[src/rtl/multicycle_control_unit_pkg.sv]
// Shared definitions for the multi-cycle MIPS control unit: state encoding,
// opcode values, ALU operation codes and datapath mux select codes.
package multicycle_control_unit_pkg;

  // Controller states; encodings 13..15 are unused and recover to S_FETCH.
  typedef enum logic [3:0] {
    S_RESET  = 4'd0,
    S_FETCH  = 4'd1,
    S_DECODE = 4'd2,
    S_MEMADR = 4'd3,
    S_MEMRD  = 4'd4,
    S_MEMWB  = 4'd5,
    S_MEMWR  = 4'd6,
    S_EXEC   = 4'd7,
    S_ALUWB  = 4'd8,
    S_ADDIEX = 4'd9,
    S_ADDIWB = 4'd10,
    S_BRANCH = 4'd11,
    S_JUMP   = 4'd12
  } state_t;

  // Supported opcodes (IR[31:26]).
  localparam logic [5:0] OP_RTYPE = 6'b000000;
  localparam logic [5:0] OP_LW    = 6'b100011;
  localparam logic [5:0] OP_SW    = 6'b101011;
  localparam logic [5:0] OP_BEQ   = 6'b000100;
  localparam logic [5:0] OP_ADDI  = 6'b001000;
  localparam logic [5:0] OP_J     = 6'b000010;

  // ALU operation requests.
  localparam logic [2:0] ALUOP_RTYPE = 3'b000;
  localparam logic [2:0] ALUOP_ADD   = 3'b001;
  localparam logic [2:0] ALUOP_SUB   = 3'b010;

  // ALU B operand select.
  localparam logic [1:0] ALUSRCB_RT     = 2'b00;
  localparam logic [1:0] ALUSRCB_FOUR   = 2'b01;
  localparam logic [1:0] ALUSRCB_IMM    = 2'b10;
  localparam logic [1:0] ALUSRCB_IMM_SH = 2'b11;

  // Next-PC select.
  localparam logic [1:0] PCSRC_ALU    = 2'b00;
  localparam logic [1:0] PCSRC_ALUOUT = 2'b01;
  localparam logic [1:0] PCSRC_JUMP   = 2'b10;

  // One-hot instruction class produced by the opcode decoder.
  typedef struct packed {
    logic rtype;
    logic lw;
    logic sw;
    logic beq;
    logic addi;
    logic j;
    logic illegal;
  } op_class_t;

endpackage

[src/rtl/multicycle_control_unit_op_decode.sv]
// Opcode classifier: maps the IR opcode to a one-hot instruction class.
module multicycle_control_unit_op_decode
  import multicycle_control_unit_pkg::*;
#(
  parameter int OP_W = 6
) (
  input  logic [OP_W-1:0] op,
  output op_class_t       op_class
);

  // Classify the opcode; anything not recognised is flagged illegal.
  always_comb begin
    op_class = '0;
    if (op == OP_W'(OP_RTYPE)) begin
      op_class.rtype = 1'b1;
    end else if (op == OP_W'(OP_LW)) begin
      op_class.lw = 1'b1;
    end else if (op == OP_W'(OP_SW)) begin
      op_class.sw = 1'b1;
    end else if (op == OP_W'(OP_BEQ)) begin
      op_class.beq = 1'b1;
    end else if (op == OP_W'(OP_ADDI)) begin
      op_class.addi = 1'b1;
    end else if (op == OP_W'(OP_J)) begin
      op_class.j = 1'b1;
    end else begin
      op_class.illegal = 1'b1;
    end
  end

endmodule

[src/rtl/multicycle_control_unit.sv]
// Multi-cycle MIPS control FSM: sequences fetch/decode/execute/memory/
// write-back for R-type, lw, sw, beq, addi and j, stalling on mem_ready.
// Outputs are decoded from the current state (Moore) plus mem_ready/zero
// in the states that need a same-cycle response (Mealy).
module multicycle_control_unit
  import multicycle_control_unit_pkg::*;
#(
  parameter int OP_W    = 6,
  parameter int ALUOP_W = 3,
  parameter int ST_W    = 4
) (
  input  logic               clk,
  input  logic               reset,
  input  logic [OP_W-1:0]    op,
  input  logic               zero,
  input  logic               mem_ready,
  output logic               PCWrite,
  output logic               IorD,
  output logic               MemRead,
  output logic               MemWrite,
  output logic               IRWrite,
  output logic               MemToReg,
  output logic               RegDst,
  output logic               RegWrite,
  output logic               ALUSrcA,
  output logic [1:0]         ALUSrcB,
  output logic [ALUOP_W-1:0] ALUOp,
  output logic [1:0]         PCSrc,
  output logic               instr_done,
  output logic               illegal_op,
  output logic [ST_W-1:0]    state
);

  state_t     state_r;
  state_t     state_next;
  op_class_t  op_class;
  logic [2:0] alu_op;

  multicycle_control_unit_op_decode #(
    .OP_W (OP_W)
  ) u_op_decode (
    .op       (op),
    .op_class (op_class)
  );

  assign ALUOp = ALUOP_W'(alu_op);
  assign state = ST_W'(state_r);

  // State register; reset forces S_RESET immediately, which zeroes every output.
  always_ff @(posedge clk or posedge reset) begin
    if (reset) begin
      state_r <= S_RESET;
    end else begin
      state_r <= state_next;
    end
  end

  // Next-state selection and datapath control decode for the current state.
  always_comb begin
    state_next = S_FETCH;
    PCWrite    = 1'b0;
    IorD       = 1'b0;
    MemRead    = 1'b0;
    MemWrite   = 1'b0;
    IRWrite    = 1'b0;
    MemToReg   = 1'b0;
    RegDst     = 1'b0;
    RegWrite   = 1'b0;
    ALUSrcA    = 1'b0;
    ALUSrcB    = ALUSRCB_RT;
    alu_op     = ALUOP_RTYPE;
    PCSrc      = PCSRC_ALU;
    instr_done = 1'b0;
    illegal_op = 1'b0;
    case (state_r)
      S_RESET: begin
        state_next = S_FETCH;
      end
      S_FETCH: begin
        MemRead = 1'b1;
        ALUSrcB = ALUSRCB_FOUR;
        alu_op  = ALUOP_ADD;
        PCSrc   = PCSRC_ALU;
        if (mem_ready) begin
          IRWrite    = 1'b1;
          PCWrite    = 1'b1;
          state_next = S_DECODE;
        end else begin
          state_next = S_FETCH;
        end
      end
      S_DECODE: begin
        // Precompute the branch target into ALUOut while the opcode is decoded.
        ALUSrcB = ALUSRCB_IMM_SH;
        alu_op  = ALUOP_ADD;
        if (op_class.rtype) begin
          state_next = S_EXEC;
        end else if (op_class.lw || op_class.sw) begin
          state_next = S_MEMADR;
        end else if (op_class.beq) begin
          state_next = S_BRANCH;
        end else if (op_class.addi) begin
          state_next = S_ADDIEX;
        end else if (op_class.j) begin
          state_next = S_JUMP;
        end else if (op_class.illegal) begin
          illegal_op = 1'b1;
          instr_done = 1'b1;
          state_next = S_FETCH;
        end else begin
          state_next = S_FETCH;
        end
      end
      S_MEMADR: begin
        ALUSrcA = 1'b1;
        ALUSrcB = ALUSRCB_IMM;
        alu_op  = ALUOP_ADD;
        if (op_class.sw) begin
          state_next = S_MEMWR;
        end else begin
          state_next = S_MEMRD;
        end
      end
      S_MEMRD: begin
        MemRead = 1'b1;
        IorD    = 1'b1;
        if (mem_ready) begin
          state_next = S_MEMWB;
        end else begin
          state_next = S_MEMRD;
        end
      end
      S_MEMWB: begin
        RegWrite   = 1'b1;
        MemToReg   = 1'b1;
        RegDst     = 1'b0;
        instr_done = 1'b1;
        state_next = S_FETCH;
      end
      S_MEMWR: begin
        MemWrite = 1'b1;
        IorD     = 1'b1;
        if (mem_ready) begin
          instr_done = 1'b1;
          state_next = S_FETCH;
        end else begin
          state_next = S_MEMWR;
        end
      end
      S_EXEC: begin
        ALUSrcA    = 1'b1;
        ALUSrcB    = ALUSRCB_RT;
        alu_op     = ALUOP_RTYPE;
        state_next = S_ALUWB;
      end
      S_ALUWB: begin
        RegWrite   = 1'b1;
        RegDst     = 1'b1;
        instr_done = 1'b1;
        state_next = S_FETCH;
      end
      S_ADDIEX: begin
        ALUSrcA    = 1'b1;
        ALUSrcB    = ALUSRCB_IMM;
        alu_op     = ALUOP_ADD;
        state_next = S_ADDIWB;
      end
      S_ADDIWB: begin
        RegWrite   = 1'b1;
        RegDst     = 1'b0;
        instr_done = 1'b1;
        state_next = S_FETCH;
      end
      S_BRANCH: begin
        ALUSrcA    = 1'b1;
        ALUSrcB    = ALUSRCB_RT;
        alu_op     = ALUOP_SUB;
        PCSrc      = PCSRC_ALUOUT;
        PCWrite    = zero;
        instr_done = 1'b1;
        state_next = S_FETCH;
      end
      S_JUMP: begin
        PCSrc      = PCSRC_JUMP;
        PCWrite    = 1'b1;
        instr_done = 1'b1;
        state_next = S_FETCH;
      end
      default: begin
        // Unused encodings: all outputs stay 0 and the FSM recovers to fetch.
        state_next = S_FETCH;
      end
    endcase
  end

endmodule
[config.mk]
export PLATFORM = sky130hd
export DESIGN_NAME = multicycle_control_unit
export DESIGN_NICKNAME = d
export VERILOG_FILES = /design/src/rtl/multicycle_control_unit_pkg.sv /design/src/rtl/multicycle_control_unit_op_decode.sv /design/src/rtl/multicycle_control_unit.sv
export SDC_FILE = /design/constraint.sdc
export NUM_CORES = 1
export LEC_CHECK = 0
export ABC_AREA = 1
export BUFFER_PORTS_ARGS = -buffer_cell sky130_fd_sc_hd__buf_2
export CAP_MARGIN = 5
export CORE_MARGIN = 2
export CORE_UTILIZATION = 39
export CTS_BUF_LIST = sky130_fd_sc_hd__clkbuf_4
export CTS_CLUSTER_SIZE = 12
export DETAILED_ROUTE_END_ITERATION = 10
export GPL_ROUTABILITY_DRIVEN = 0
export PLACE_DENSITY = 0.82
export REMOVE_ABC_BUFFERS = 1
export SLEW_MARGIN = 0
export SYNTH_ARGS = -nofsm -noshare
export SYNTH_HDL_FRONTEND = slang
export SYNTH_SLANG_ARGS = --single-unit
export TNS_END_PERCENT = 1
[constraint.sdc]
create_clock -name clk -period 1.15 [get_ports clk]
set_input_delay 0.23 -clock clk [delete_from_list [all_inputs] [get_ports clk]]
set_output_delay 0.23 -clock clk [all_outputs]
set_load 0.01 [all_outputs]
==> results.sh, run 1 <==
export IMPL_syn_area_per_cell_um2=5.03
export IMPL_path_class="reg -> out"
export IMPL_setup_violations=23
export IMPL_fin_nets=173
export IMPL_synthAdderAreaFrac_pct=0
export IMPL_clockRootBuffer="clkbuf_4"
export IMPL_cp_data_required_time_ps=920
export IMPL_yosysWarnings=0
export IMPL_syn_inst=104
export IMPL_violations="setup timing"
export IMPL_clock_skew_ps=5.84
export IMPL_grt_setup_unrepaired="yes"
export IMPL_cts_tree="yes"
export IMPL_io_pins=32
export IMPL_num_rows=13
export IMPL_synth_compound_area_share_pct=7.89
export IMPL_cts_htree_levels=1
export IMPL_worst_ep_arrival_time_ps=1510
export IMPL_finalCritPeriodShare_pct=151
export IMPL_synth_edf_count=0
export IMPL_grt_use_total_pct=28.2
export IMPL_core_mm2=0.00127
export IMPL_grt_pass1_vias=719
export IMPL_die_w_um=40.6
export IMPL_clockBufferDepth=2
export IMPL_synth_xor_area_share_pct=0
export IMPL_final_area_um2=983
export IMPL_drcViolationCount=0
export IMPL_drtPass1Iterations=4
export IMPL_synth_flop_cell="dfrtp_1"
export IMPL_synth_top_family_by_area="simple AND/OR/NAND/NOR gates"
export IMPL_vdd_ir_drop_max_mv=1.18
export IMPL_drive_above_1_share_pct=50.9
export IMPL_largest_reg_flops=4
export IMPL_p_total_mw=2.04
export IMPL_final_util_pct=77.5
export IMPL_power_density_mw_per_mm2=2080
export IMPL_netlist_cell_type_count=16
export IMPL_dpl_hpwl_um=1430
export IMPL_holdWs_ps=385
export IMPL_drt_iter0_markers=45
export IMPL_grt_overflow=0
export IMPL_drt_wl_total_um=2310
export IMPL_ys_seq_area_share_pct=19.1
export IMPL_diodes=0
export IMPL_start_util_pct=41.2
export IMPL_syn_to_final_growth_pct=88.0
export IMPL_wire_per_inst_um=13.1
export IMPL_synth_area_um2=523
export IMPL_postRouteAntennaNets=0
export IMPL_hold_viol_final=0
export IMPL_cts_buffers_inserted=3
export IMPL_start_kind="register"
export IMPL_leakage_nw=0.581
export IMPL_portBuffers=30
export IMPL_grt_max_degree=8
export IMPL_status="complete, but fails checks"
export IMPL_antenna_found_initial=0
export IMPL_crit_path_end_kind="primary output"
export IMPL_synthMuxAreaShare_pct=0
export IMPL_post_place_ws_ps=-265
export IMPL_clkSlewWorstSetupHoldPaths_ps=40
export IMPL_viasPerCell=5.17
export IMPL_ys_ff_latch=4
export IMPL_cap_violations=0
export IMPL_placed_area_um2=827
export IMPL_grt_pass1_wl_um=3050
export IMPL_setup_ws_ps=-587
export IMPL_clk_latency_ps=250
export IMPL_fillers=90
export IMPL_clock_fmax_mhz=576
export IMPL_clock_sinks=4
export IMPL_cp_max_fo=4
export IMPL_layout_common_cells="nor2_1, buf_2, nand2_1"
export IMPL_die_height_um=40.6
export IMPL_ys_async_sr_fraction_pct=100
export IMPL_hold_class="in -> reg"
export IMPL_die_area_mm2=0.00165
export IMPL_yosys_area_share_simple_pct=57.9
export IMPL_maxSlewViolCount=0
export IMPL_min_period_ps=1740
export IMPL_vias=910
## what timing repair did
item | 4_1_cts | 5_1_grt
gates cloned | 0 | 0
resized for setup | 18 | 11
setup endpoints to repair | 23 | 23
pin swaps | 4 | 5
buffers inserted | 5 | 0
hold buffers | 1 | 0
endpoints found under the hold margin | 4 | 0
## cells by family after synthesis
group / Yosys count
simple gates: 73
buf+inv: 19
compound gates: 7
flops: 4
other cells: 1
## critical path: stages, from the launching register on
cell      delay (ps)
dfrtp_1          440
nor2_1           290
nand2_1          200
o221ai_1         180
buf_2            160
## cells in the mapped netlist (all sizes together), types with 2 or more instances
cell	n	area share, %
nand2	28	22
o21ai	5	4.8
inv	18	13
nor2	35	26
nand3b	2	2.9
dfrtp	4	19
nand3	6	5.7
## power breakdown
group / total (mW) / switching [mW] / internal, mW
clock: 0.191 / 0.0729 / 0.118
sequential: 0.298 / 0.0981 / 0.199
combinational: 1.55 / 0.863 / 0.690
## final cells by class
type | count | area [µm²] | area share [%]
Inverter | 18 | 67.6 | 6.87
Tap cell | 15 | 18.8 | 1.91
Sequential cell | 4 | 104 | 10.6
Clock buffer | 3 | 22.5 | 2.29
Multi-Input combinational cell | 81 | 403 | 41.0
Timing Repair Buffer | 55 | 368 | 37.4
## stage by stage
stage / TNS (ps) / std cells
5_1_grt: -9580 / 176
4_1_cts: -6870 / 176
2_1_floorplan: -842 / 103
3_5_place_dp: -2270 / 167
6_report: -8630 / 176
3_3_place_gp: -1990 / 167
## metal layers
metal / global-route usage [%] / wire (µm)
met1: 30.7 / 848
met2: 53.2 / 1200
met3: 2.72 / 180
met4: 14.2 / 82
met5: 0 / 0
## worst paths after layout
path	startpoint	to	slack [ps]	cells past startpoint
max	state[3]	PCWrite	-590	4
min reg2reg	state[0]	state[0]	910	4
max reg2reg	state[0]	state[3]	-380	9
min	mem_ready	state[0]	390	4
max in group asynchronous	reset	state[2]	570	3
min in group asynchronous	reset	state[0]	420	3
(Power assumes the default switching activity.)
==> run 2, diff against run 1 <==
Settings changed: CORE_UTILIZATION 39 to 30, PLACE_DENSITY 0.82 to 0.67.
==> run 2 against run 1 <==
  * The run still ends with setup timing left
  * Non-clock buffer count rose by 4
  * Hold slack improved by 7.8 ps
  * Sequential power fell by 6.7%
  * Cell count increased by 3.4%
  * Critical path type unchanged
  * Critical endpoint is now MemWrite
==> results.sh, run 2 (synthesis results as in run 1) <==
export IMPL_status="complete, but fails checks"
export IMPL_violations="setup timing"
export IMPL_path_delay_family="buffers and inverters"
export IMPL_crit_start="state[0]"
export IMPL_vdd_ir_drop_max_mv=0.827
export IMPL_clock_fmax_mhz=625
export IMPL_drcViolationCount=0
export IMPL_maxSlewViolCount=0
export IMPL_hold_end="state[2]"
export IMPL_grt_pass1_wl_um=2900
export IMPL_reg2reg_depth=7
export IMPL_cts_buffers_inserted=3
export IMPL_core_mm2=0.00169
export IMPL_cp_depth=6
export IMPL_fin_nets=177
export IMPL_setup_violations=25
export IMPL_start_kind="register"
export IMPL_dpl_hpwl_um=1470
export IMPL_grt_pass1_vias=726
export IMPL_diodes=0
export IMPL_viasPerCell=4.60
export IMPL_power_density_mw_per_mm2=2010
export IMPL_vias=838
export IMPL_crit_buf_inv=5
export IMPL_start_util_pct=31.0
export IMPL_path_class="reg -> out"
export IMPL_largest_reg_flops=4
export IMPL_cts_tree="yes"
export IMPL_worst_ep_arrival_time_ps=1370
export IMPL_layout_common_cells="buf_2, nor2_1, buf_4"
export IMPL_clk_latency_ps=230
export IMPL_drt_wl_total_um=1890
export IMPL_leakage_nw=0.594
export IMPL_grt_use_total_pct=19.4
export IMPL_grt_setup_unrepaired="yes"
export IMPL_crit_path_end_kind="primary output"
export IMPL_grt_max_degree=7
export IMPL_drtPass1Iterations=4
export IMPL_hold_class="in -> reg"
export IMPL_r2r_start="state[0]"
export IMPL_crit_chain="inv_2 > buf_4 > nand4_1 > buf_4 > inv_1 > buf_2"
export IMPL_cp_data_required_time_ps=920
export IMPL_drive_above_1_share_pct=50.9
export IMPL_min_period_ps=1600
export IMPL_wire_per_inst_um=10.4
export IMPL_slowest_stage="dfrtp_1"
export IMPL_antenna_found_initial=0
export IMPL_clock_skew_ps=2.90
export IMPL_reg2reg_to="state[1]"
export IMPL_hold_viol_final=0
export IMPL_final_area_um2=982
export IMPL_post_place_ws_ps=-272
export IMPL_clockRootBuffer="clkbuf_4"
export IMPL_clock_sinks=4
export IMPL_die_w_um=45.8
export IMPL_clkSlewWorstSetupHoldPaths_ps=40
export IMPL_cap_violations=0
export IMPL_holdWs_ps=393
export IMPL_die_area_mm2=0.00209
export IMPL_placed_area_um2=845
export IMPL_cp_slowest_stage_delay_ps=430
export IMPL_io_pins=32
export IMPL_hold_depth=4
export IMPL_die_height_um=45.8
export IMPL_postRouteAntennaNets=0
export IMPL_portBuffers=30
export IMPL_finalCritPeriodShare_pct=139
export IMPL_min_from="mem_ready"
export IMPL_drt_iter0_markers=16
export IMPL_path_common_cell="buf_4"
export IMPL_p_total_mw=1.97
export IMPL_syn_to_final_growth_pct=87.8
export IMPL_final_common_cell="buf_2"
export IMPL_cp_max_fo=5
export IMPL_clockBufferDepth=2
export IMPL_grt_overflow=0
export IMPL_cts_htree_levels=1
export IMPL_setup_ws_ps=-449
export IMPL_num_rows=15
export IMPL_rrSetupSlack_ps=-190
-- run 2: changes by cell type in the layout (fill, tap and decap cells not counted), sizes merged --
cell  previous run  this run
buf             54        58
-- run 2: worst max-delay path by stage --
stage,end
floorplan,instr_done
global placement,instr_done
detailed placement,instr_done
CTS,instr_done
global route,instr_done
finish,MemWrite
-- run 2: timing repair --
item | 4_1_cts | 5_1_grt
hold buffers | 1 | 0
setup endpoints to repair | 23 | 25
endpoints found under the hold margin | 4 | 0
gates resized for setup | 13 | 8
buffers inserted | 5 | 2
pin swaps | 3 | 3
-- run 2: per-layer routing --
metal	routed length (µm)	global-route usage [%]	vias to the layer above
met5	0	0	-
met4	36	10.9	0
met3	77	2.38	4
met2	1030	37.2	29
met1	753	19.7	365
li1	-	-	440
-- run 2: final cells by class --
class / count / area [µm²]
Clock buffer: 3 / 22.5
Fill cell: 178 / 707
Inverter: 18 / 67.6
Multi-Input combinational cell: 81 / 393
Sequential cell: 4 / 104
Tap cell: 17 / 21.3
Timing Repair Buffer: 59 / 374
-- run 2: worst reg2reg max path, cell delays in order (launching register included) --
cell and delay, ps:
dfrtp_1 430, inv_2 100, buf_4 140, nand4_1 120, buf_4 140, nor2_2 30
nor3_1 190, nand2_1 80
-- run 2: where the power goes --
group | internal (mW) | leakage, nW | switching [mW]
Sequential | 0.198 | 0.0470 | 0.0802
Combinational | 0.722 | 0.533 | 0.804
Clock | 0.116 | 0.0138 | 0.0490
Total | 1.04 | 0.594 | 0.934
-- run 2: per-stage QoR --
stage          utilization (%)  cells  setup TNS (ps)
2_1_floorplan                -    103            -842
3_3_place_gp              50.0    171           -2440
3_5_place_dp              50.0    171           -3130
4_1_cts                   55.7    180           -6410
5_1_grt                   58.1    182           -8640
6_report                  58.1    182           -6790
==> run 3, diff against run 2 <==
Settings changed: MAX_ROUTING_LAYER set to met4, SLEW_MARGIN 0 to not set.
==> run 3 against run 2 <==
  * Wire length up 0.11%
  * The flow still finishes with violations (setup timing)
  * Sequential share of layout area unchanged
  * Largest power group unchanged
  * Clock-buffer cell count stayed put
  * Register-to-register slack is essentially flat
  * Hold slack got worse by 2.6 ps
  * Cell count unchanged
  * Global-route usage rose by 0.48 points
==> results.sh, run 3 (synthesis results as in run 1) <==
export IMPL_vdd_ir_drop_max_mv=0.826
export IMPL_num_rows=15
export IMPL_crit_path_end_kind="primary output"
export IMPL_start_kind="register"
export IMPL_dpl_hpwl_um=1470
export IMPL_crit_buf_inv=5
export IMPL_fillers=178
export IMPL_postRouteAntennaNets=0
export IMPL_r2r_start="state[0]"
export IMPL_cts_tree="yes"
export IMPL_path_common_cell="buf_4"
export IMPL_cap_violations=0
export IMPL_violations="setup timing"
export IMPL_drive_above_1_share_pct=50.9
export IMPL_viasPerCell=4.59
export IMPL_grt_setup_unrepaired="yes"
export IMPL_grt_overflow=0
export IMPL_hold_viol_final=0
export IMPL_vias=835
export IMPL_portBuffers=30
export IMPL_rrSetupSlack_ps=-190
export IMPL_drt_iter0_markers=16
export IMPL_syn_to_final_growth_pct=87.8
export IMPL_cp_data_required_time_ps=920
export IMPL_diodes=0
export IMPL_layout_common_cells="buf_2, nor2_1, buf_4"
export IMPL_largest_reg_flops=4
export IMPL_drtPass1Iterations=4
export IMPL_grt_pass1_vias=728
export IMPL_regArea_um2=104
export IMPL_status="complete, but fails checks"
export IMPL_final_common_cell="buf_2"
export IMPL_multi_input_comb_area_um2=393
export IMPL_grt_use_total_pct=19.8
export IMPL_cp_max_fo=5
export IMPL_core_mm2=0.00169
export IMPL_reg2reg_to="state[1]"
export IMPL_drt_wl_total_um=1900
export IMPL_clock_skew_ps=2.90
export IMPL_slowest_stage="dfrtp_1"
export IMPL_cts_buffers_inserted=3
export IMPL_reg2reg_depth=7
export IMPL_clk_latency_ps=230
export IMPL_grt_max_degree=7
export IMPL_setup_ws_ps=-448
export IMPL_worst_ep_arrival_time_ps=1370
export IMPL_hold_end="state[2]"
export IMPL_fin_nets=177
export IMPL_holdWs_ps=390
export IMPL_antenna_found_initial=0
export IMPL_path_class="reg -> out"
export IMPL_drcViolationCount=0
export IMPL_die_height_um=45.8
export IMPL_start_util_pct=31.0
export IMPL_p_total_mw=1.97
export IMPL_min_from="mem_ready"
export IMPL_hold_depth=4
export IMPL_finalCritPeriodShare_pct=139
export IMPL_placed_cells=171
export IMPL_hold_class="in -> reg"
export IMPL_path_delay_family="buffers and inverters"
export IMPL_final_cells=182
export IMPL_cp_slowest_stage_delay_ps=430
export IMPL_leakage_nw=0.594
export IMPL_maxSlewViolCount=0
export IMPL_clock_fmax_mhz=626
export IMPL_die_area_mm2=0.00209
export IMPL_crit_chain="inv_2 > buf_4 > nand4_1 > buf_4 > inv_1 > buf_2"
export IMPL_power_density_mw_per_mm2=2000
export IMPL_min_period_ps=1600
export IMPL_post_place_ws_ps=-272
export IMPL_wire_per_inst_um=10.4
export IMPL_clockRootBuffer="clkbuf_4"
export IMPL_cts_htree_levels=1
export IMPL_clock_sinks=4
export IMPL_clockBufferDepth=2
export IMPL_grt_pass1_wl_um=2880
export IMPL_io_pins=32
export IMPL_setup_violations=25
export IMPL_die_w_um=45.8
export IMPL_clkSlewWorstSetupHoldPaths_ps=40
## run 3: cell counts in the layout (fill, tap and decap cells not counted)
Identical to the previous run, type by type.
## run 3: cell type report
class                           count  area share (%)
Clock buffer                        3            2.29
Sequential cell                     4            10.6
Multi-Input combinational cell     81            40.0
Timing Repair Buffer               59            38.1
Tap cell                           17            2.17
Inverter                           18            6.88
## run 3: worst max-delay path by stage
stage                     startpoint          to  slack, ps  cells after the start
after CTS                   state[0]  instr_done       -480                      8
after global routing        state[3]  instr_done       -580                      8
after global placement      state[0]  instr_done       -250                      8
final                       state[0]    MemWrite       -450                      6
after floorplan             state[3]  instr_done       -200                      7
after detailed placement    state[0]  instr_done       -270                      8
## run 3: tightest hold or removal path, delay by kind of cell
kind                   cells  cell delay [ps]
AND/OR/NAND/NOR            3              220
buffers and inverters      1              120
## run 3: per-layer routing
layer  vias to the layer above  share of wire, %  global-route usage, %
li1                        440                 -                      -
met1                       362                40                   19.4
met2                        29                54                   37.2
met3                         4               4.1                   2.38
met4                         0               1.9                   10.9
met5                         -                 0                      -
## run 3: where the power goes
| part | internal [mW] | total, mW | switching, mW |
|---|---|---|---|
| clock network | 0.116 | 0.165 | 0.0490 |
| registers | 0.198 | 0.278 | 0.0802 |
| logic | 0.722 | 1.53 | 0.804 |
## run 3: what timing repair did
item / in CTS / in global routing
hold buffers: 1 / 0
buffers inserted: 5 / 2
pin swaps: 3 / 3
endpoints found under the hold margin: 4 / 0
endpoints found under the setup margin: 23 / 25
resized for setup: 13 / 8
cloned: 0 / 0
## run 3: stage by stage
stage / TNS (ps) / util, % / area (µm²)
final: -6800 / 58.1 / 982
after global routing: -8640 / 58.1 / 982
after CTS: -6410 / 55.7 / 941
after detailed placement: -3130 / 50.0 / 845
after global placement: -2440 / 50.0 / 845
after floorplan: -842 / - / 515
